==> src/rtl/cache_refill_ctrl_pkg.sv <==
// rtl/cache_refill_ctrl_pkg.sv - shared types, geometry constants and helpers for the refill controller
package cache_ctrl_pkg;

    localparam int NUM_WAYS   = 4;
    localparam int NUM_SETS   = 128;
    localparam int LINE_WORDS = 4;

    localparam int WAY_W    = $clog2(NUM_WAYS);
    localparam int SET_W    = $clog2(NUM_SETS);
    localparam int BEAT_W   = $clog2(LINE_WORDS);
    localparam int WORD_LSB = 2;
    localparam int SET_LSB  = WORD_LSB + BEAT_W;
    localparam int TAG_LSB  = SET_LSB + SET_W;
    localparam int TAG_W    = 32 - TAG_LSB;
    localparam int CACHE_AW = SET_W + BEAT_W;
    localparam int TAG_AW   = SET_W + 1;

    typedef enum logic [2:0] {
        RST_WAIT,
        FLUSH,
        IDLE,
        INVAL,
        REQ,
        FILL,
        TAG,
        DONE
    } state_t;

    typedef struct packed {
        logic              valid;
        logic [30-TAG_W:0] rsvd;
        logic [TAG_W-1:0]  tag;
    } tag_entry_t;

    // Active-low one-hot write enable selecting a single way
    function automatic logic [NUM_WAYS-1:0] way_web(input logic [WAY_W-1:0] way);
        way_web = ~(NUM_WAYS'(1) << way);
    endfunction

endpackage

==> src/rtl/cache_refill_ctrl_if.sv <==
// rtl/cache_refill_ctrl_if.sv - miss, memory and SRAM write signals of the refill controller
interface cache_refill_ctrl_if;
    import cache_ctrl_pkg::*;

    logic                miss_vld_i;
    logic                miss_rdy_o;
    logic [31:0]         miss_addr_i;
    logic                flush_i;
    logic                busy_o;
    logic                done_o;
    logic [WAY_W-1:0]    done_way_o;
    logic                mem_req_vld_o;
    logic                mem_req_rdy_i;
    logic [31:0]         mem_req_addr_o;
    logic                mem_rsp_vld_i;
    logic                mem_rsp_rdy_o;
    logic [31:0]         mem_rsp_dat_i;
    logic [NUM_WAYS-1:0] cache_web_o;
    logic [CACHE_AW-1:0] cache_addr_o;
    logic [31:0]         cache_wdat_o;
    logic [NUM_WAYS-1:0] tag_web_o;
    logic [TAG_AW-1:0]   tag_addr_o;
    logic [31:0]         tag_wdat_o;

    modport master (
        input  miss_vld_i, miss_addr_i, flush_i, mem_req_rdy_i, mem_rsp_vld_i, mem_rsp_dat_i,
        output miss_rdy_o, busy_o, done_o, done_way_o, mem_req_vld_o, mem_req_addr_o,
               mem_rsp_rdy_o, cache_web_o, cache_addr_o, cache_wdat_o,
               tag_web_o, tag_addr_o, tag_wdat_o
    );

    modport slave (
        output miss_vld_i, miss_addr_i, flush_i, mem_req_rdy_i, mem_rsp_vld_i, mem_rsp_dat_i,
        input  miss_rdy_o, busy_o, done_o, done_way_o, mem_req_vld_o, mem_req_addr_o,
               mem_rsp_rdy_o, cache_web_o, cache_addr_o, cache_wdat_o,
               tag_web_o, tag_addr_o, tag_wdat_o
    );

endinterface

==> src/rtl/cache_refill_ctrl_victim_sel.sv <==
// rtl/cache_refill_ctrl_victim_sel.sv - round-robin victim way pointer
module cache_victim_sel
    import cache_ctrl_pkg::*;
(
    input  logic             clk,
    input  logic             reset,
    input  logic             advance,
    output logic [WAY_W-1:0] way
);

    // Step to the next way after each completed refill; wraps naturally since NUM_WAYS is a power of two
    always_ff @(posedge clk or posedge reset) begin
        if (reset) begin
            way <= '0;
        end else if (advance) begin
            way <= way + WAY_W'(1);
        end
    end

endmodule

==> src/rtl/cache_refill_ctrl.sv <==
// rtl/cache_refill_ctrl.sv - line refill and tag flush sequencer for the 4-way cache
module cache_refill_ctrl
    import cache_ctrl_pkg::*;
(
    input  logic                 clk,
    input  logic                 reset,
    cache_refill_ctrl_if.master  bus
);

    state_t            state;
    logic [SET_W-1:0]  cnt;
    logic [BEAT_W-1:0] beat;
    logic [SET_W-1:0]  set_q;
    logic [TAG_W-1:0]  tag_q;
    logic [WAY_W-1:0]  way_q;
    logic [WAY_W-1:0]  victim;
    logic              miss_rdy_q;
    logic              beat_fire;
    tag_entry_t        valid_entry;

    cache_victim_sel u_victim (
        .clk     (clk),
        .reset   (reset),
        .advance (state == DONE),
        .way     (victim)
    );

    // A pending flush request masks miss acceptance in the same IDLE cycle
    assign bus.miss_rdy_o = miss_rdy_q & ~bus.flush_i;

    // Data beats are written straight through in the cycle they are accepted
    assign beat_fire        = (state == FILL) & bus.mem_rsp_vld_i & bus.mem_rsp_rdy_o;
    assign bus.cache_web_o  = beat_fire ? way_web(way_q) : '1;
    assign bus.cache_addr_o = beat_fire ? {set_q, beat} : '0;
    assign bus.cache_wdat_o = beat_fire ? bus.mem_rsp_dat_i : '0;

    // Final tag entry: valid bit plus the latched tag, reserved bits zero
    always_comb begin
        valid_entry       = '0;
        valid_entry.valid = 1'b1;
        valid_entry.tag   = tag_q;
    end

    // Main sequencer; every registered output is set on the transition into the state that owns it
    always_ff @(posedge clk or posedge reset) begin
        if (reset) begin
            state              <= RST_WAIT;
            cnt                <= '0;
            beat               <= '0;
            set_q              <= '0;
            tag_q              <= '0;
            way_q              <= '0;
            miss_rdy_q         <= 1'b0;
            bus.busy_o         <= 1'b1;
            bus.done_o         <= 1'b0;
            bus.done_way_o     <= '0;
            bus.mem_req_vld_o  <= 1'b0;
            bus.mem_req_addr_o <= '0;
            bus.mem_rsp_rdy_o  <= 1'b0;
            bus.tag_web_o      <= '1;
            bus.tag_addr_o     <= '0;
            bus.tag_wdat_o     <= '0;
        end else begin
            bus.done_o     <= 1'b0;
            bus.tag_web_o  <= '1;
            bus.tag_addr_o <= '0;
            bus.tag_wdat_o <= '0;
            case (state)
                RST_WAIT: begin
                    state         <= FLUSH;
                    cnt           <= '0;
                    bus.tag_web_o <= '0;
                end
                FLUSH: begin
                    if (cnt == SET_W'(NUM_SETS - 1)) begin
                        state      <= IDLE;
                        cnt        <= '0;
                        bus.busy_o <= 1'b0;
                        miss_rdy_q <= 1'b1;
                    end else begin
                        cnt            <= cnt + SET_W'(1);
                        bus.tag_web_o  <= '0;
                        bus.tag_addr_o <= {1'b0, cnt + SET_W'(1)};
                    end
                end
                IDLE: begin
                    if (bus.flush_i) begin
                        state         <= FLUSH;
                        cnt           <= '0;
                        miss_rdy_q    <= 1'b0;
                        bus.busy_o    <= 1'b1;
                        bus.tag_web_o <= '0;
                    end else if (bus.miss_vld_i && bus.miss_rdy_o) begin
                        state          <= INVAL;
                        set_q          <= bus.miss_addr_i[SET_LSB +: SET_W];
                        tag_q          <= bus.miss_addr_i[TAG_LSB +: TAG_W];
                        way_q          <= victim;
                        miss_rdy_q     <= 1'b0;
                        bus.busy_o     <= 1'b1;
                        bus.tag_web_o  <= way_web(victim);
                        bus.tag_addr_o <= {1'b0, bus.miss_addr_i[SET_LSB +: SET_W]};
                    end
                end
                INVAL: begin
                    state              <= REQ;
                    bus.mem_req_vld_o  <= 1'b1;
                    bus.mem_req_addr_o <= {tag_q, set_q, {SET_LSB{1'b0}}};
                end
                REQ: begin
                    if (bus.mem_req_rdy_i) begin
                        state              <= FILL;
                        beat               <= '0;
                        bus.mem_req_vld_o  <= 1'b0;
                        bus.mem_req_addr_o <= '0;
                        bus.mem_rsp_rdy_o  <= 1'b1;
                    end
                end
                FILL: begin
                    if (beat_fire) begin
                        beat <= beat + BEAT_W'(1);
                        if (beat == BEAT_W'(LINE_WORDS - 1)) begin
                            state             <= TAG;
                            bus.mem_rsp_rdy_o <= 1'b0;
                            bus.tag_web_o     <= way_web(way_q);
                            bus.tag_addr_o    <= {1'b0, set_q};
                            bus.tag_wdat_o    <= valid_entry;
                        end
                    end
                end
                TAG: begin
                    state          <= DONE;
                    bus.done_o     <= 1'b1;
                    bus.done_way_o <= way_q;
                end
                DONE: begin
                    state          <= IDLE;
                    bus.busy_o     <= 1'b0;
                    bus.done_way_o <= '0;
                    miss_rdy_q     <= 1'b1;
                end
                default: begin
                    state <= RST_WAIT;
                end
            endcase
        end
    end

endmodule

==> src/flat_wrapper.sv <==
// flat-port wrapper written by rule: the top's interface ports become plain ports
module cache_refill_ctrl_flat import cache_ctrl_pkg::*;
  (clk, reset, bus_miss_vld_i, bus_miss_addr_i, bus_flush_i, bus_mem_req_rdy_i, bus_mem_rsp_vld_i, bus_mem_rsp_dat_i, bus_miss_rdy_o, bus_busy_o, bus_done_o, bus_done_way_o, bus_mem_req_vld_o, bus_mem_req_addr_o, bus_mem_rsp_rdy_o, bus_cache_web_o, bus_cache_addr_o, bus_cache_wdat_o, bus_tag_web_o, bus_tag_addr_o, bus_tag_wdat_o);
  cache_refill_ctrl_if bus_i ();
  input  logic clk;
  input  logic reset;
  input wire logic [$bits(bus_i.miss_vld_i)-1:0] bus_miss_vld_i;
  input wire logic [$bits(bus_i.miss_addr_i)-1:0] bus_miss_addr_i;
  input wire logic [$bits(bus_i.flush_i)-1:0] bus_flush_i;
  input wire logic [$bits(bus_i.mem_req_rdy_i)-1:0] bus_mem_req_rdy_i;
  input wire logic [$bits(bus_i.mem_rsp_vld_i)-1:0] bus_mem_rsp_vld_i;
  input wire logic [$bits(bus_i.mem_rsp_dat_i)-1:0] bus_mem_rsp_dat_i;
  output wire logic [$bits(bus_i.miss_rdy_o)-1:0] bus_miss_rdy_o;
  output wire logic [$bits(bus_i.busy_o)-1:0] bus_busy_o;
  output wire logic [$bits(bus_i.done_o)-1:0] bus_done_o;
  output wire logic [$bits(bus_i.done_way_o)-1:0] bus_done_way_o;
  output wire logic [$bits(bus_i.mem_req_vld_o)-1:0] bus_mem_req_vld_o;
  output wire logic [$bits(bus_i.mem_req_addr_o)-1:0] bus_mem_req_addr_o;
  output wire logic [$bits(bus_i.mem_rsp_rdy_o)-1:0] bus_mem_rsp_rdy_o;
  output wire logic [$bits(bus_i.cache_web_o)-1:0] bus_cache_web_o;
  output wire logic [$bits(bus_i.cache_addr_o)-1:0] bus_cache_addr_o;
  output wire logic [$bits(bus_i.cache_wdat_o)-1:0] bus_cache_wdat_o;
  output wire logic [$bits(bus_i.tag_web_o)-1:0] bus_tag_web_o;
  output wire logic [$bits(bus_i.tag_addr_o)-1:0] bus_tag_addr_o;
  output wire logic [$bits(bus_i.tag_wdat_o)-1:0] bus_tag_wdat_o;
  assign bus_i.miss_vld_i = bus_miss_vld_i;
  assign bus_i.miss_addr_i = bus_miss_addr_i;
  assign bus_i.flush_i = bus_flush_i;
  assign bus_i.mem_req_rdy_i = bus_mem_req_rdy_i;
  assign bus_i.mem_rsp_vld_i = bus_mem_rsp_vld_i;
  assign bus_i.mem_rsp_dat_i = bus_mem_rsp_dat_i;
  assign bus_miss_rdy_o = bus_i.miss_rdy_o;
  assign bus_busy_o = bus_i.busy_o;
  assign bus_done_o = bus_i.done_o;
  assign bus_done_way_o = bus_i.done_way_o;
  assign bus_mem_req_vld_o = bus_i.mem_req_vld_o;
  assign bus_mem_req_addr_o = bus_i.mem_req_addr_o;
  assign bus_mem_rsp_rdy_o = bus_i.mem_rsp_rdy_o;
  assign bus_cache_web_o = bus_i.cache_web_o;
  assign bus_cache_addr_o = bus_i.cache_addr_o;
  assign bus_cache_wdat_o = bus_i.cache_wdat_o;
  assign bus_tag_web_o = bus_i.tag_web_o;
  assign bus_tag_addr_o = bus_i.tag_addr_o;
  assign bus_tag_wdat_o = bus_i.tag_wdat_o;
  cache_refill_ctrl u_core (.clk(clk), .reset(reset), .bus(bus_i));
endmodule
==> config.mk <==
export PLATFORM = sky130hd
export DESIGN_NAME = cache_refill_ctrl_flat
export DESIGN_NICKNAME = d
export VERILOG_FILES = /design/src/rtl/cache_refill_ctrl_pkg.sv /design/src/rtl/cache_refill_ctrl_if.sv /design/src/rtl/cache_refill_ctrl_victim_sel.sv /design/src/rtl/cache_refill_ctrl.sv /design/src/flat_wrapper.sv
export SDC_FILE = /design/constraint.sdc
export NUM_CORES = 1
export LEC_CHECK = 0
export ABC_CLOCK_PERIOD_IN_PS = 8300
export BUFFER_PORTS_ARGS = -buffer_cell sky130_fd_sc_hd__buf_4
export CORE_UTILIZATION = 45
export CTS_CLUSTER_DIAMETER = 200
export DETAILED_ROUTE_END_ITERATION = 10
export PLACE_DENSITY = 0.75
export SETUP_SLACK_MARGIN = 0.5
export SLEW_MARGIN = 40
export SYNTH_ARGS = -nofsm -noshare
export SYNTH_HDL_FRONTEND = slang
export SYNTH_SLANG_ARGS = --single-unit
==> constraint.sdc <==
create_clock -name clk -period 8.3 [get_ports clk]
set_clock_uncertainty 0.1 [all_clocks]
set_input_delay 0.415 -clock clk [delete_from_list [all_inputs] [get_ports clk]]
set_output_delay 0.415 -clock clk [all_outputs]
set_load 0.02 [all_outputs]
Word level (Yosys, flattened, before mapping):

Index checks and enable logic that the tools add are counted.

* $add $sub $neg: 3
* equality and inequality tests: 15
* shift-type cells: 2
* muxes and demuxes: 49
* bitwise gates (word level): 6
* reduce and logical (&&, ||, !) cells: 14

Operators by type and width (number)
* 32-bit 2-to-1 mux: 5
* 32-bit one-hot mux with 2 select lines: 1
* 7-bit 2-to-1 mux: 5
* 4-bit 2-to-1 mux: 6
* 3-bit one-hot mux with 8 select lines: 1
* 8-bit one-hot mux with 3 select lines: 1
* 7-bit one-hot mux with 3 select lines: 1
* 3-bit 2-to-1 mux: 6
* 8-bit 2-to-1 mux: 2
* 4-bit one-hot mux with 4 select lines: 1
* 3-bit == test, second input constant: 4
* 1-bit 2-to-1 mux: 11
* 9-bit 2-to-1 mux: 1
* 3-bit AND reduction: 3
* 4-bit inverter: 2
* 2-bit one-hot mux with 2 select lines: 2
* 1-bit by 2-bit left shift with 4-bit output, first input constant: 2
* 7-bit by 1-bit adder with 7-bit output, second input constant: 1
* 7-bit == test, second input constant: 1
* 3-bit by 2-bit == test with 1-bit output, second input constant: 2
* 2-bit != test, second input constant: 3
* 1-bit one-hot mux with 3 select lines: 2
* 2-bit nonzero test: 3
* 3-bit nonzero test: 2
* 14 further kinds: 21

* bits in registers: 127
* input bits: 70
* output and inout bits: 128
* logic and storage cells: 106

Logic depth before layout (Yosys ltp):

* depth in word-level cells: 6
* depth in mapped cells: 7

Modules after synthesis:

Synthesis repeated with hierarchy kept, for this count alone.

* cell total of the unflattened synthesis: 411
* area total of the unflattened synthesis: 4958.5 µm²

By module, submodules not included
* cache_refill_ctrl: instances 1, cells each 405, area an instance 4883.4 µm², seq. area each 2758.9 µm²
* cache_victim_sel: instances 1, cells each 6, area an instance 75.1 µm², seq. area each 50.0 µm²

Least setup slack after synthesis:

OpenSTA, ideal clock, no wires.

* kind: reg-to-output
* start: register u_core.state[1]
* end: output port bus_cache_addr_o[0]
* arrival: 1.593 ns
* slack: 6.192 ns
* stages on the path, launching flop included: 7
* cells stage by stage: dfrtp_1 > buf_4 > nand3b_1 > nor2_1 > clkbuf_1 > clkbuf_1 > and2_1

* cells in the longest elaborated chain, start to end: 4

RTL lines
* from (decl): RTL line cache_refill_ctrl.sv:10 `state_t state;`
* from (signal assigned): RTL line cache_refill_ctrl.sv:47 `state <= RST_WAIT;`
* from (signal assigned): RTL line cache_refill_ctrl.sv:70 `state <= FLUSH;`
* from (signal assigned): RTL line cache_refill_ctrl.sv:76 `state <= IDLE;`
* 3-bit == test: RTL line cache_refill_ctrl.sv:32 `assign beat_fire = (state == FILL) & bus.mem_rsp_vld_i & bus.mem_rsp_rdy_o;`
* 1-bit bitwise AND (2 in a row): RTL line cache_refill_ctrl.sv:32
* 9-bit 2-to-1 mux: RTL line cache_refill_ctrl.sv:34 `assign bus.cache_addr_o = beat_fire ? {set_q, beat} : '0;`
* to (decl): RTL line flat_wrapper.sv:21 `output wire logic [$bits(bus_i.cache_addr_o)-1:0] bus_cache_addr_o;`

Every way passes these cells.

Worst setup path after layout:

* start: register u_core.state[0]
* end: output port bus_cache_addr_o[0]

The elaborated chain is that of the path after synthesis.

==> reports/results.tsv <==
stage	metric	value	unit
status	status	finished clean	
synth	Synth area leaders	dfrtp_1 (54%), and2_1 (8.1%), nand2_1 (5.5%)	
synth	Post-synth EDFFs	0	
floorplan	num ports	198	
place	IO Port Bufs	178	
sta	Final Hold Fails	0	
synth	area fraction of the dominant cell type after synthesis	54.10	%
place	Detail Placement HPWL	8262	µm
critical_path	Worst Reg-to-Reg Cells	3	
sta	Final period util	38.80	%
cells_and_area	Antenna Cells	0	
floorplan	Die Y	106.9	µm
cells_and_area	fin area	6520	µm²
synth	Mapped Area	4950	µm²
sta	Final min period	3.221	ns
clock_network	clock root buffer	clkbuf_8	
cells_and_area	FILL cells	878	
synth	syn avg cell area	10.83	µm²
critical_path	Setup CP Type	reg -> out	
clock_network	clk sink count	112	
critical_path	CP delay by family, top	simple AND/OR/NAND/NOR gates	
floorplan	starting density of the core	47.10	%
synth	Syn Inst Count	457	
critical_path	Crit path buffers/inverters	2	
synth	#FFs+latches synth	112	
sta	worst slew margin relative to its limit	51.96	%
power	Pint	987.1	µW
global_route	antenna violations before repair	0	
power	Gate power share	32.4	%
floorplan	CORE AREA	10510	µm²
drt	Via Count	3855	
critical_path	Data arrival, critical path	2.71	ns
cells_and_area	Area Overhead vs Synth	31.72	%
critical_path	required time of the critical path	7.79	ns
sta	Slew @ Worst Pin	0.7189	ns
drt	DR pass1 iterations	4	
place	Placement Setup Slack	5.497	ns
sta	Slew Limit Fails	0	
sta	endpoints failing setup	0	
clock_network	Clk Latency, worst-skew pair	0.36	ns
job	max_cap viols	0	
power	sw frac	36.42	%
power	Clock Power Share	19.3	%
sta	RSZ-0062 raised after global routing	no	
global_route	pin count of the biggest net entering global routing	75	
critical_path	WP depth	5	
power	Worst VDD drop	0.0001195	V
critical_path	flop2flop setup slack	5.61	ns
critical_path	Worst setup SP type	flip-flop	
synth	commonest register cell after synthesis	dfrtp_1	
global_route	vias in the first global route	3726	
synth	most common cell in the synthesized netlist	dfrtp_1	
sta	fmax	310.5	MHz
clock_network	TritonCTS clock tree	yes	
synth	Synth top cells by count	dfrtp_1 (107), nand2_1 (73), and2_1 (64), o21ai_0 (42), mux2_1 (23)	
drt	wire length per cell	15.05	µm
drt	Final ANT Viol Nets	0	
critical_path	crit-path max FO	38	
drt	# DRC	0	
critical_path	CP Cell Sequence	nand3b_1 > nor2_2 > buf_4 > and2_1 > buf_4	
synth	post-synth top area cell	dfrtp_1	
synth	ys async rst share	100.0	%
clock_network	clk buf depth	2	
cells_and_area	nets@finish	698	
clock_network	Reg clk slew, reported paths	0.11	ns
power	Switching Power	565.6	µW
global_route	global-route wire length before repair	18310	µm
drt	drt via density	5.052	
sta	PnR worst setup slack	5.079	ns
critical_path	slowest CP cell	dfrtp_1	
global_route	GRT overflow	0	
synth	count of different cell masters after synthesis	44	
clock_network	CTS Buf Count	9	
place	RD Place Congestion	0.9423	
drt	final wirelength	11480	µm
power	Reg power frac	48.3	%
critical_path	CP most frequent cell	buf_4	
synth	yosys warns	0	
critical_path	largest stage delay on the critical path	0.79	ns
global_route	Tot GR Track Use	20.81	%
cells_and_area	share of cells above drive strength 1	35.09	%
floorplan	die area	11420	µm²
worst_hold_path	Hold Path Stages	2	
sta	Setup TNS	0	ns
floorplan	Core Rows	37	
power	Leak	0.003351	µW
clock_network	Post-CTS Setup Bufs	0	
synth	sequential-to-total area share from yosys stat	56.75	%
place	Post-Place Cell Area	6327	µm²
critical_path	CP Capture Type	output port	
clock_network	H-tree depth	3	
power	pwr dens	238.1	nW/µm²
worst_hold_path	worst hold path type	in -> reg	
floorplan	Die W	106.9	µm
drt	initial DRC count	224	
repair_timing:
action,in CTS,in global routing
resized for setup,0,0
hold buffers,1,0
endpoints found under the hold margin,38,0
cell families after synthesis:
kind of cell             count (synthesis)  share of synthesized area (%)
AO/OA/AOI/OAI                           71                          8.847
XOR/XNOR                                 5                         0.8849
adder cells (fa/ha/maj)                  6                          1.517
buffers and inverters                   52                          5.688
flip-flops                             112                          56.75
multiplexers                            33                          7.508
other                                    1                        0.07576
AND/OR/NAND/NOR                        177                          18.73
power groups by stage:
stage / clock, µW / sequential, µW / combinational [µW]
CTS: 306 / 749 / 508
floorplan: 0 / 752 / 307
detailed placement: 0 / 760 / 505
global route: 329 / 766 / 548
global placement: 0 / 754 / 490
finish: 299 / 751 / 503
final cells by class:
type / instances / area [µm²] / share of cell area, %
clock inverter: 7 / 58.81 / 0.9019
sequential: 112 / 2809 / 43.08
tap: 136 / 170.2 / 2.610
timing repair buffer: 183 / 1380 / 21.17
clock buffer: 9 / 123.9 / 1.900
inverter: 9 / 36.28 / 0.5565
multi-input combinational: 307 / 1942 / 29.78
metal layers:
| layer | GRT usage, % | vias up | routed length, µm |
|---|---|---|---|
| met5 | 0 | - | 0 |
| met2 | 37.79 | 156 | 5942 |
| li1 | - | 1813 | - |
| met1 | 24.91 | 1871 | 4684 |
| met3 | 3.040 | 15 | 626 |
| met4 | 7.632 | 0 | 231 |
cells in the final DEF, fill, tap and decap left out, drive strengths merged, types with 2 or more instances in the layout:
master    synthesis  routed
buf              22     182
dfrtp           107     107
nand2            73      73
and2             64      64
o21ai            42      42
mux2             33      33
conb              1      15
nor2             11      11
inv               9      10
clkbuf           21       9
ha                6       6
nand3             5       5
dfstp             5       5
o31ai             4       4
nand3b            4       4
o221ai            4       4
nand2b            4       4
clkinv            0       4
a21oi             3       3
nor3b             3       3
a221o             3       3
a22oi             3       3
xnor2             3       3
a21o              3       3
nor3              3       3
nor2b             2       2
a21boi            2       2
o211ai            2       2
xor2              2       2
a22o              2       2
clkinvlp          0       2
sequential cells by signal, indices dropped and copies added, names as in the netlist, 2 cells and up:
register and flops:
u_core.bus.tag_web_o 4, u_core.beat 2, u_core.way_q 2, u_core.bus.done_way_o 2
u_core.set_q 7, u_core.bus.tag_wdat_o 22, u_core.bus.mem_req_addr_o 28, u_core.tag_q 21
u_core.cnt 7, u_core.bus.tag_addr_o 7, u_core.u_victim.way 2, u_core.state 3
metrics by stage:
stage / utilization (%) / power (µW) / std cells / hold slack (ns)
floorplan: - / 1059 / 471 / 0.3562
global placement: 60.13 / 1244 / 746 / 0.3696
detailed placement: 60.21 / 1265 / 746 / 0.3797
CTS: 62.04 / 1563 / 763 / 0.1465
global route: 62.04 / 1643 / 763 / 0.1469
finish: 62.04 / 1553 / 763 / 0.1593
final timing paths:
check / from / endpoint
worst max register to register: u_core.state[0]$_DFFE_PP0P_ / u_core.tag_q[12]$_DFFE_PP0P_
max in group asynchronous: reset / u_core.bus.mem_req_addr_o[4]$_DFFE_PP0P_
worst min register to register: u_core.tag_q[18]$_DFFE_PP0P_ / u_core.bus.mem_req_addr_o[29]$_DFFE_PP0P_
min in group asynchronous: reset / u_core.bus.tag_wdat_o[3]$_DFF_PP0_
worst max-delay path: u_core.state[0]$_DFFE_PP0P_ / bus_cache_addr_o[0]
worst min-delay path: bus_miss_addr_i[11] / u_core.tag_q[0]$_DFFE_PP0P_
(Power assumes the default switching activity.)
